### src/rtl/rom_streamer.sv
// Read-side sequencer for the 16x8 asynchronous ROM: walks an inclusive,
// wrapping address range and offers each returned byte on a valid/ready stream.
module rom_streamer #(
    parameter int ADDR_W = 4,
    parameter int DATA_W = 8
) (
    input  logic              clk_i,
    input  logic              rst_i,
    input  logic              start_i,
    input  logic [ADDR_W-1:0] first_i,
    input  logic [ADDR_W-1:0] last_i,
    output logic [ADDR_W-1:0] addr_o,
    input  logic [DATA_W-1:0] data_i,
    output logic [DATA_W-1:0] tx_data_o,
    output logic              tx_valid_o,
    input  logic              tx_ready_i,
    output logic              busy_o,
    output logic              done_o
);

    typedef enum logic [1:0] {
        IDLE,
        LOAD,
        SEND,
        DONE
    } state_t;

    state_t            state, state_next;
    logic [ADDR_W-1:0] addr_q, addr_next;
    logic [ADDR_W-1:0] last_q, last_next;
    logic [DATA_W-1:0] data_q, data_next;
    logic              valid_q, valid_next;

    // NOTE: non-blocking assignments so every register samples pre-edge values.
    always_ff @(posedge clk_i) begin
        if (rst_i) begin
            state   <= IDLE;
            addr_q  <= '0;
            last_q  <= '0;
            data_q  <= '0;
            valid_q <= 1'b0;
        end else begin
            state   <= state_next;
            addr_q  <= addr_next;
            last_q  <= last_next;
            data_q  <= data_next;
            valid_q <= valid_next;
        end
    end

    // NOTE: every output of this block gets a default first, so no latches.
    always_comb begin
        state_next = state;
        addr_next  = addr_q;
        last_next  = last_q;
        data_next  = data_q;
        valid_next = valid_q;
        case (state)
            IDLE: begin
                if (start_i) begin
                    last_next  = last_i;
                    addr_next  = first_i;
                    state_next = LOAD;
                end
            end
            LOAD: begin
                // addr_q has been stable for a full cycle, so the ROM output is settled.
                data_next  = data_i;
                valid_next = 1'b1;
                state_next = SEND;
            end
            SEND: begin
                if (valid_q && tx_ready_i) begin
                    valid_next = 1'b0;
                    if (addr_q == last_q) begin
                        state_next = DONE;
                    end else begin
                        addr_next  = addr_q + 1'b1;
                        state_next = LOAD;
                    end
                end
            end
            DONE: begin
                state_next = IDLE;
            end
            default: begin
                state_next = IDLE;
            end
        endcase
    end

    assign addr_o     = addr_q;
    assign tx_data_o  = data_q;
    assign tx_valid_o = valid_q;
    assign busy_o     = (state != IDLE);
    assign done_o     = (state == DONE);

endmodule
### config.mk
export PLATFORM = sky130hd
export DESIGN_NAME = rom_streamer
export DESIGN_NICKNAME = d
export VERILOG_FILES = /design/src/rtl/rom_streamer.sv
export SDC_FILE = /design/constraint.sdc
export NUM_CORES = 1
export LEC_CHECK = 0
export CAP_MARGIN = 40
export CORE_UTILIZATION = 39
export DETAILED_ROUTE_END_ITERATION = 10
export DONT_BUFFER_PORTS = 1
export GPL_ROUTABILITY_DRIVEN = 0
export HOLD_SLACK_MARGIN = 0.02
export SYNTH_ARGS = -nofsm -noshare
export SYNTH_HDL_FRONTEND = slang
export SYNTH_SLANG_ARGS = --single-unit
### constraint.sdc
create_clock -name clk_i -period 1.69 [get_ports clk_i]
set_input_delay 0.338 -clock clk_i [delete_from_list [all_inputs] [get_ports clk_i]]
set_output_delay 0.338 -clock clk_i [all_outputs]
set_load 0.1 [all_outputs]
# --- Word level (Yosys, flattened, before mapping) ---
# Cells that the tools add are included.
word_totals:
  out_inout_bits: 15
  wordCells: 32
  reg_bits: 19
  inputBits: 20
classes:
  n_eq_ne: 7
  reduce_logical: 9
  mux: 10
  n_addsub: 1
op_table:
  columns: ["operator", "count"]
  rows:
  - ["two-way mux 4 bit", 3]
  - ["case mux 2 bit (4 select lines)", 1]
  - ["case mux 4 bit (2 select lines)", 1]
  - ["two-way mux 2 bit", 3]
  - ["!= test 2 bit (second input constant)", 3]
  - ["AND reduction 2 bit", 3]
  - ["nonzero test 2 bit", 3]
  - ["adder 4 x 1 -> 4 bit (second input constant)", 1]
  - ["equality test 2 bit (second input constant)", 2]
  - ["equality test 4 bit", 1]
  - ["AND reduction 4 bit", 1]
  - ["equality test 2 x 1 -> 1 bit (second input constant)", 1]
  - ["zero test 2 bit", 1]
  - ["case mux 1 bit (2 select lines)", 1]
  - ["logical AND 1 bit", 1]
  - ["two-way mux 1 bit", 1]

# --- Longest topological paths before layout ---
depth:
  word_depth: 4
  depth_mapped: 6
  depth_no_buf: 5

# --- Worst setup path before layout ---
# No wires, ideal clock.
synth_path:
  kind: "flip-flop to flip-flop"
  from: "register addr_q[0], in the netlist addr_o[0]"
  to: "register addr_q[0], in the netlist addr_o[0]"
  arrival_ns: 1.909
  path_buffers: 0
  slack_ns: -0.290
  setup_ns: 0.071
  period_less_slack_ns: 1.980
  required_time_ns: 1.619
  path_stages_with_launch: 6
  path_cell_list: "dfxtp_1 xor2_1 nor3_1 a21o_1 or3_1 a21oi_1"
synth_via:
  elab_chain_len: 4
  elab_cells_between_ends: 7
  cone_classes: "add/sub (1); eq/ne (2); mux (3); reduce/logical (1)"
synth_rtl:
  columns: ["item", "line_no", "source"]
  rows:
  - ["start: declaration", "29", "logic [ADDR_W-1:0] addr_q, addr_next;"]
  - ["start signal: assignment", "44", "addr_q <= addr_next;"]
  - ["adder 4 x 1 -> 4 bit", "78", "addr_next = addr_q + 1'b1;"]
  - ["two-way mux 4 bit", "75", "if (addr_q == last_q) begin"]
  - ["two-way mux 4 bit", "73", "if (valid_q && tx_ready_i) begin"]
  - ["case mux 4 bit (2 select lines)", "58", "case (state)"]
# Parallel ways exist; a longest one is shown, timed or not. The select of a mux whose other input is x is not followed.
# A chain may end at the register's enable or synchronous reset.

# --- Worst setup path in the final report ---
layout_path:
  from: "register state[0]"
  to: "output done_o"
layout_via:
  elab_chain_len: 1
layout_rtl:
  columns: ["item", "line_no", "source"]
  rows:
  - ["start: declaration", "28", "state_t state, state_next;"]
  - ["start signal: assignment", "43", "state <= state_next;"]
  - ["equality test 2 bit", "96", "assign done_o = (state == DONE);"]
  - ["end: declaration", "18", "output logic done_o"]
# No other way between the ends.

==> flow_summary.json <==
{
  "wl_per_cell_um": 11.7,
  "synthAdderAreaFrac_pct": 1.46,
  "syn_inst": 101,
  "setup_viol": 0,
  "post-cts-setup-buffer-count": 0,
  "maxCapViolCount": 0,
  "grt_pass1_wl_um": 2950,
  "antenna_found_initial": 0,
  "cts_resized": 0,
  "path_cells": "and2_1, buf_4",
  "path_class": "reg -> out",
  "clk_pin_slew_ps": 100,
  "leakagePower_uw": 0.000443,
  "dp_slack_ps": 106,
  "synth_edf_count": 0,
  "tns_ps": 0,
  "syn_area_um2": 856,
  "initialDrtViolationCount": 9,
  "grt_pass1_vias": 677,
  "dp.cells": 142,
  "num_vias": 736,
  "synthToLayoutAreaGrowth_pct": 21.6,
  "final-max-slew-violation-count": 0,
  "critical-path-top-delay-family": "flip-flops",
  "synth_nets": 122,
  "ys_seq_elements": 19,
  "clock_latency_ps": 290,
  "mostFrequentLayoutCells": "buf_4 (19), nand2_1 (18), a21oi_1 (13), dfxtp_1 (13), nor2_1 (12)",
  "status": "completed",
  "postSynthAreaPerCell_um2": 8.47,
  "fin_crit_sh_pct": 93.2,
  "cp_slowest_cell": "dfxtp_1",
  "fmaxAchievable_mhz": 635,
  "fin_total_pwr_uw": 1220,
  "dieArea_um2": 2390,
  "powerDensity_nw_per_um2": 1170,
  "grt_max_degree": 22,
  "coreArea_um2": 2020,
  "start_util_pct": 42.3,
  "synth-async-reset-ratio_pct": 0,
  "drt_wl_total_um": 1700,
  "dp_hpwl_um": 1290,
  "final_util_pct": 51.5,
  "grt_util_all_layers_pct": 15.6,
  "rows": 16,
  "ios": 35,
  "crit_buf_inv": 1,
  "gr-total-overflow": 0,
  "final_cell_count_no_fill": 146,
  "start_kind": "flop",
  "clock_path_buffers": 2,
  "postRouteAntennaNets": 0,
  "viasPerCell": 5.04,
  "ys_seq_area_share_pct": 44.4,
  "tightest_slew_ps": 348,
  "min_path_type": "in -> reg",
  "fp.dieW_um": 48.8,
  "setup_slack_ps": 114,
  "ctsHoldBuffers": 0,
  "yosysUniqueCellTypes": 26,
  "crit_path_max_fanout": 8,
  "drive_above_1_share_pct": 27.7,
  "cts_htree_levels": 1,
  "final_common_cell": "buf_4",
  "rsz0062_at_grt": "false",
  "max_slew_margin_pct": 76.6,
  "period_needed_ps": 1580,
  "yosys_warnings": 0,
  "die_h_um": 48.8,
  "synthXorXnorAreaFrac_pct": 4.09,
  "finalHoldViolCount": 0,
  "synthMuxAreaShare_pct": 4.68,
  "cts-root-buf": "clkbuf_4",
  "synth-simple-area-share_pct": 27.0,
  "synth_top_family_by_area": "simple AND/OR/NAND/NOR gates",
  "numCtsBuffers": 3,
  "crit_required_ps": 1350,
  "skew_ps": 1.15,
  "post-route-drc-count": 0,
  "synth_compound_area_share_pct": 15.2,
  "drtPass1Iterations": 5,
  "cpPeakStageDelay_ps": 500,
  "n_antenna_cell": 0,
  "clock-sinks": 19,
  "tritoncts": "built",
  "synth_ff_type": "dfxtp_1",
  "arrival_ps": 1240,
  "io_buffers": 0,
  "num-nets-final": 141,
  "cp-end-kind": "primary output",
  "irDropWorstVdd_mv": 0.634
}
[layer usage]
metal  GRT usage [%]  wire length (um)  up-vias
met5               0                 0        -
met4            4.41                 8        0
met3            2.80                46        2
met2            25.0               819       13
met1            21.6               827      342
li1                -                 -      379
[synth_stat cells, drive strengths merged (2+ instances only)]
master / n / share of area, %
nand2: 18 / 7.9
xor2: 4 / 4.1
nor2b: 3 / 2.5
a211oi: 2 / 1.8
and2: 2 / 1.5
a21oi: 13 / 7.6
nor3: 3 / 1.8
clkbuf: 4 / 1.8
nor2: 12 / 5.3
nand2b: 3 / 2.2
mux2i: 4 / 4.7
dfxtp: 19 / 44
nand3: 2 / 1.2
[final timing paths]
| check | start | to | slack, ps | depth (start not counted) |
|---|---|---|---|---|
| max reg2reg | state[0] | addr_o[0] | 190 | 5 |
| max | state[0] | done_o | 110 | 2 |
| min reg2reg | tx_data_o[4] | tx_data_o[4] | 460 | 2 |
| min | rst_i | addr_o[0] | 100 | 1 |
[cells by family (layout without fill, tap and decap cells)]
family,after synthesis,in the layout
XOR/XNOR,4,4
AND/OR/NAND/NOR,47,47
AO/OA/AOI/OAI,21,21
multiplexers,4,4
buffers and inverters,5,23
flip-flops,19,19
adder cells (fa/ha/maj),1,1
[worst register-to-register path, stage by stage, from the launching register on]
cell,delay [ps]
dfxtp_1,500
nand2b_1,180
nor2_1,70
a21o_1,230
or3_1,350
a21oi_1,110
[metrics by stage]
| step | instance area (um2) | hold slack (ps) |
|---|---|---|
| detailed placement | 1010 | 404 |
| global route | 1040 | 70.5 |
| CTS | 1040 | 86.9 |
| finish | 1040 | 96.9 |
| floorplan | 862 | 427 |
| global placement | 1010 | 401 |
[power by group]
part	switching, uW	internal [uW]
sequential	41.2	493
combinational	340	128
clock	132	87.8
total	514	708
[flip-flops by register name (all words and copies together), names as in the netlist]
name,count
addr_o,4
last_q,4
state,2
tx_data_o,8
tx_valid_o,1
[layout make-up]
class	instances	area (um2)
timing repair buffer	19	143
clock buffer	3	22.5
tap	27	33.8
fill	204	981
sequential	19	388
clock inverter	1	5.00
multi-input combinational	77	449
No activity file was read; power rests on OpenSTA's default activity.
